$ cat src/rtl/mem_access_ctrl.sv
// mem_access_ctrl: sequences CPU read/write strobes into one-cycle synchronous RAM accesses
// Ports: clk, reset_n (async, active low); read/write request levels, addr (MAR), wdata (MDR);
//        rdata to MDR mux, mem_ready completion pulse, busy, sticky overrun/conflict;
//        ram_addr/ram_wdata/ram_re/ram_we/ram_rdata to the RAM; rd_count/wr_count access counters.
// Optional: define MEM_ACCESS_CNT_EN for saturating access counters (tied to 0 otherwise).
module mem_access_ctrl #(
   parameter int ADDR_W = 9,
   parameter int DATA_W = 32,
   parameter int RD_LAT = 1
) (
   input  logic              clk,
   input  logic              reset_n,
   input  logic              read,
   input  logic              write,
   input  logic [ADDR_W-1:0] addr,
   input  logic [DATA_W-1:0] wdata,
   output logic [DATA_W-1:0] rdata,
   output logic              mem_ready,
   output logic              busy,
   output logic              overrun,
   output logic              conflict,
   output logic [ADDR_W-1:0] ram_addr,
   output logic [DATA_W-1:0] ram_wdata,
   output logic              ram_re,
   output logic              ram_we,
   input  logic [DATA_W-1:0] ram_rdata,
   output logic [15:0]       rd_count,
   output logic [15:0]       wr_count
);
   typedef enum logic [2:0] {IDLE, RD_STROBE, RD_WAIT, WR_STROBE, DONE} state_t;
   state_t     state;
   logic       read_q, write_q;
   logic [2:0] wait_cnt;
   logic       rd_edge, wr_edge, rd_done;
   assign rd_edge = read & ~read_q;
   assign wr_edge = write & ~write_q;
   // High on the edge that moves a read into DONE; ram_rdata is sampled here so rdata
   // is already valid in the DONE cycle alongside mem_ready.
   assign rd_done = (state == RD_STROBE && RD_LAT == 1) || (state == RD_WAIT && wait_cnt == 3'd1);
   always_ff @(posedge clk or negedge reset_n) begin
      if (!reset_n) begin
         state     <= IDLE;
         read_q    <= 1'b0;
         write_q   <= 1'b0;
         wait_cnt  <= 3'd0;
         rdata     <= '0;
         mem_ready <= 1'b0;
         busy      <= 1'b0;
         overrun   <= 1'b0;
         conflict  <= 1'b0;
         ram_addr  <= '0;
         ram_wdata <= '0;
         ram_re    <= 1'b0;
         ram_we    <= 1'b0;
      end else begin
         read_q    <= read;
         write_q   <= write;
         ram_re    <= 1'b0;
         ram_we    <= 1'b0;
         mem_ready <= rd_done || state == WR_STROBE;
         if (rd_edge && wr_edge) conflict <= 1'b1;
         if ((rd_edge || wr_edge) && state != IDLE) overrun <= 1'b1;
         if (rd_done) rdata <= ram_rdata;
         case (state)
            IDLE: if (rd_edge ^ wr_edge) begin
               ram_addr <= addr;
               busy     <= 1'b1;
               ram_re   <= rd_edge;
               ram_we   <= wr_edge;
               if (wr_edge) ram_wdata <= wdata;
               state    <= rd_edge ? RD_STROBE : WR_STROBE;
            end
            RD_STROBE: begin
               wait_cnt <= 3'(RD_LAT - 1);
               state    <= rd_done ? DONE : RD_WAIT;
            end
            RD_WAIT: begin
               wait_cnt <= wait_cnt - 3'd1;
               if (rd_done) state <= DONE;
            end
            WR_STROBE: state <= DONE;
            DONE: begin
               busy  <= 1'b0;
               state <= IDLE;
            end
            default: state <= IDLE;
         endcase
      end
   end
`ifdef MEM_ACCESS_CNT_EN
   always_ff @(posedge clk or negedge reset_n) begin
      if (!reset_n) begin
         rd_count <= 16'd0;
         wr_count <= 16'd0;
      end else begin
         if (rd_done && rd_count != 16'hFFFF) rd_count <= rd_count + 16'd1;
         if (state == WR_STROBE && wr_count != 16'hFFFF) wr_count <= wr_count + 16'd1;
      end
   end
`else
   assign rd_count = 16'd0;
   assign wr_count = 16'd0;
`endif
endmodule

$ cat config.mk
export PLATFORM = sky130hd
export DESIGN_NAME = mem_access_ctrl
export DESIGN_NICKNAME = d
export VERILOG_FILES = /design/src/rtl/mem_access_ctrl.sv
export SDC_FILE = /design/constraint.sdc
export NUM_CORES = 1
export LEC_CHECK = 0
export BUFFER_PORTS_ARGS = -buffer_cell sky130_fd_sc_hd__buf_2
export CORE_UTILIZATION = 41
export CTS_CLUSTER_SIZE = 10
export DETAILED_ROUTE_END_ITERATION = 10
export PLACE_DENSITY = 0.84
export SYNTH_ARGS = -nofsm -noshare
export SYNTH_HDL_FRONTEND = slang
export SYNTH_SLANG_ARGS = --single-unit
$ cat constraint.sdc
create_clock -name clk -period 1.7 [get_ports clk]
set_clock_uncertainty 0.2 [all_clocks]
set_input_delay 0.34 -clock clk [delete_from_list [all_inputs] [get_ports clk]]
set_output_delay 0.34 -clock clk [all_outputs]
set_load 0.02 [all_outputs]
---- After elaboration in Yosys (flattened, before gate mapping) ----
Cells that the tools add are included.
word-level totals
  register bits after elaboration ......... 87
  output and inout port bits .............. 111
  word-level logic and storage cells ...... 52
  input port bits ......................... 77
operators by class
  add/subtract/negate cells ............... 1
  eq/ne operators ......................... 7
  reductions and logical operators ........ 14
  multiplexer cells ....................... 12
  bitwise gates (word level) .............. 5
operator list
  cell                   count
  $pmux W3 S4            1
  $mux W3                3
  $eq A3 B1 Y1 const B   2
  $eq A3 B2 Y1 const B   2
  $pmux W3 S2            1
  $reduce_and A2 Y1      3
  $mux W1                5
  $ne A2 B2 Y1 const B   2
  $reduce_bool A2 Y1     2
  $eq A3 B3 Y1 const B   1
  $logic_and A1 B1 Y1    3
  $logic_not A3 Y1       1
  $logic_or A1 B1 Y1     3
  $reduce_and A3 Y1      1
  $reduce_bool A3 Y1     1
  $sub A3 B1 Y3 const B  1
  $and A1 B1 Y1          2
  $mux W2                1
  $not A1 Y1             2
  $pmux W1 S2            1
  $xor A1 B1 Y1          1

---- Depth between registers and ports, before layout ----
  depth in word-level cells ............... 5
  gate-level depth with buffers ........... 7
  depth with buffers taken out ............ 5

---- Least setup slack after synthesis ----
No wires, ideal clock.
  path kind ............................... register to register
  start ................................... register wait_cnt[1]
  end ..................................... register rdata[0]
  buffers on the path ..................... 1
  arrival time ............................ 1.465 ns
  setup slack ............................. -0.090 ns
  setup time .............................. 0.125 ns
  data required time ...................... 1.375 ns
  stages on the path, launching flop included .. 7
  period minus slack after synthesis ...... 1.790 ns
  cell sequence ........................... dfrtp_1 > inv_1 > ha_1 > nand4bb_1 > a21oi_2 > buf_4 > mux2_2
on the way
  word-level cells in the longest chain between the ends .. 3
RTL lines
  item                    RTL line  text
  start, declared         33        logic [2:0] wait_cnt;
  start signal, assigned  74        wait_cnt <= 3'(RD_LAT - 1);
  start signal, assigned  78        wait_cnt <= wait_cnt - 3'd1;
  $eq A3 B1 Y1            39        assign rd_done = (state == RD_STROBE && RD_LAT == 1) || (state == RD_WAIT && wait_cnt == 3'd1);
  $logic_and A1 B1 Y1     39
  $logic_or A1 B1 Y1      39
  end signal, assigned    63        if (rd_done) rdata <= ram_rdata;
  end, declared           17        output logic [DATA_W-1:0] rdata,
No other way between the ends.
A chain may end at the register's enable or synchronous reset.

---- Final worst setup path ----
  start ................................... register wait_cnt[1]
  end ..................................... register rdata[25]
The elaborated chain is that of the path after synthesis.

==> impl_metrics.toml <==
[critical_path]
cpLargestDelayFamily = "flip-flops"
r2r_cells = 7
cp.depth = 7
crit_path_end_kind = "flop"
crit_buf_inv = 3
crit_path_start_kind = "flop"
reg2reg_from = "wait_cnt[1]"
critical_path_arrival_ns = 1.89
required_ns = 1.73
slowest_stage = "dfrtp_1"
critPathMaxFanout = 8
critPathMaxStageDelay_ns = 0.39
path_cells = "inv_2 > ha_4 > nand4bb_1 > a21oi_4 > buf_12 > clkbuf_16 > mux2_4"
crit_start = "wait_cnt[1]"
path_class = "reg -> reg"

[sta]
hold_slack_ns = 0.0221
period_needed_ns = 1.86
rsz0062_at_grt = "true"
max_freq_ghz = 0.537
setup_viol = 73
fin_crit_sh = 1.10
fin_ws_ns = -0.163
slew_violations = 0
hold_viol = 0

[synthesis]
synth_ff_type = "dfrtp_1"
synth_area_um2 = 3760
synth_top_area_frac = 0.579
async_flop_share = 1.00
synthCells = 248
synth_top_area_cell = "dfrtp_1"
synthDistinctLibCells = 25
yosysWarnings = 0
synth_edf_count = 0
synth_seq_area_share = 0.579
post_synth.cell_area_avg_um2 = 15.2
synth_area_leaders = "dfrtp_1, mux2_2, mux2_4"
ys_ff_latch = 87

[cts]
clockRootBuffer = "clkbuf_8"
clk_pin_slew_ns = 0.09
cts_sinks = 87
htreeDepth = 3
cts.path.max_buffers = 2
cts_buffers = 9
cts_tree = "yes"
insertion_delay_ns = 0.35

[min_path]
hp-start = "wdata[15]"
worstHoldPathCells = 2
min_path_type = "in -> reg"

[final_layout]
final_cell_area_um2 = 5510
fillCellCount = 689
syn_to_final_growth_pct = 46.5
drive_above_1_share = 0.636
final_cells = 565
layout.nets = 534

[die]
die_y_um = 97.7
rows = 34
die_w_um = 97.7
core-area_um2 = 8810
die_area_um2 = 9550
start_util = 0.427
top_level_ports = 188

[drt]
viasPerCell = 4.60
drt_pass1_iterations = 7
drt-total-wl_um = 8790
routedWlPerCell_um = 15.6
drcViolationCount = 25
drtIter0Drc = 76
postRouteAntennaNets = 0
vias = 2599

[grt]
antenna_found_initial = 1
track_usage = 0.170
overflow = 0
grt_pass1_wl_um = 12600
first_global_vias = 2684
grt_max_degree = 35

[status]
violations = "DRC, setup timing"
status = "finished, violations left"

[placed_design]
placed_cells = 518
io_buffers = 155
place_hpwl_um = 5620
routabilityCongestion = 0.770
placed_cell_area_um2 = 4670

[power_and_ir_drop]
leakage_nw = 2.81
power_density_nw_per_um2 = 1960
ir_drop_v = 0.000935

[flow_run]
maxCapViolCount = 0
[Yosys cell counts, types with 2 or more instances]
| library cell | count |
|---|---|
| mux2_2 | 44 |
| o2bb2ai_1 | 2 |
| buf_2 | 2 |
| a21oi_1 | 6 |
| buf_8 | 3 |
| inv_1 | 6 |
| mux2_4 | 29 |
| and2_1 | 3 |
| dfrtp_1 | 87 |
| nand2b_1 | 4 |
| nor2_1 | 4 |
| nor3_1 | 2 |
| ha_1 | 6 |
| buf_4 | 38 |
| or2_2 | 2 |
[layout by cell type, fill, tap and decap left out, types with 2 or more instances in the layout]
master and count:
inv_1 4, dfrtp_2 2, buf_4 17, a21oi_1 6, conb_1 32, bufinv_16 2
dfrtp_1 85, ha_1 3, ha_4 3, nor2_1 4, dlygate4sd3_1 16, buf_2 154
and2_4 3, o2bb2ai_1 2, clkbuf_8 9, buf_12 9, clkbuf_1 2, clkinvlp_4 3
mux2_4 73, inv_2 2, clkbuf_16 3, or2_2 2, nand2b_4 2, nor3_1 2
nand2b_1 2, buf_6 2
[layer usage]
layer / track usage / share of wire / up-vias
met1: 0.188 / 0.39 / 1292
met4: 0.0746 / 0.021 / 0
met5: 0 / 0 / -
met3: 0.0437 / 0.052 / 20
li1: - / - / 1181
met2: 0.307 / 0.53 / 106
[registers in the layout, indices dropped and copies added (netlist names)]
name       flops
busy           1
wait_cnt       3
rdata         32
overrun        1
read_q         1
mem_ready      1
ram_re         1
ram_wdata     32
write_q        1
conflict       1
state          3
ram_addr       9
ram_we         1
[metrics by stage]
step                setup slack [ns]  power (mW)  utilization  TNS, ns
finish                        -0.163        10.8        0.625    -6.73
global route                  -0.207        11.3        0.625    -9.76
CTS                           -0.179        10.1        0.583    -7.57
detailed placement            -0.158        8.32        0.531    -8.72
global placement              -0.118        8.12        0.531    -6.77
floorplan                    -0.0901        6.79            -    -3.45
[worst register-to-register path, cell delays in order (launching register included)]
cell and delay (ns):
dfrtp_1 0.39, inv_2 0.08, ha_4 0.12, nand4bb_1 0.15, a21oi_4 0.20, buf_12 0.14
clkbuf_16 0.16, mux2_4 0.31
[worst paths after layout]
check                                end  slack [ns]
max                            rdata[25]       -0.16
min reg2reg                      overrun        0.28
max reg2reg                    rdata[25]       -0.16
max in group asynchronous   ram_wdata[6]        0.54
min in group asynchronous       rdata[7]        0.25
min                        ram_wdata[15]        0.02
[final cells by class]
| type | count | area (um2) | share of cell area |
|---|---|---|---|
| well taps | 108 | 135 | 0.0245 |
| repair buffers | 203 | 1380 | 0.250 |
| clock buffers | 11 | 131 | 0.0239 |
| clock inverters | 5 | 82.6 | 0.0150 |
| flip-flops and latches | 87 | 2180 | 0.396 |
| diodes | 1 | 2.50 | 0.000454 |
| inverters | 6 | 22.5 | 0.00409 |
| multi-input cells | 144 | 1570 | 0.286 |
[cell families after synthesis]
logic type,Yosys count,synth area share
flip-flops,87,0.579
adder cells (fa/ha/maj),6,0.0200
other,1,0.000998
multiplexers,73,0.248
buffers and inverters,49,0.0965
AO/OA/AOI/OAI,13,0.0230
AND/OR/NAND/NOR,19,0.0326
[power breakdown]
group / switching [mW] / internal [mW]
clock network: 0.703 / 0.829
registers: 0.567 / 3.07
logic: 2.69 / 2.93
[timing repair]
item                                    4_1_cts  5_1_grt
resized for setup                            12       53
hold buffers                                  7        9
pin swaps                                     3        4
hold endpoints to repair                     29        9
cloned                                        4        4
buffers inserted                              3        6
endpoints found under the setup margin       73       74
Note: power is estimated with default switching activity, not from simulation.
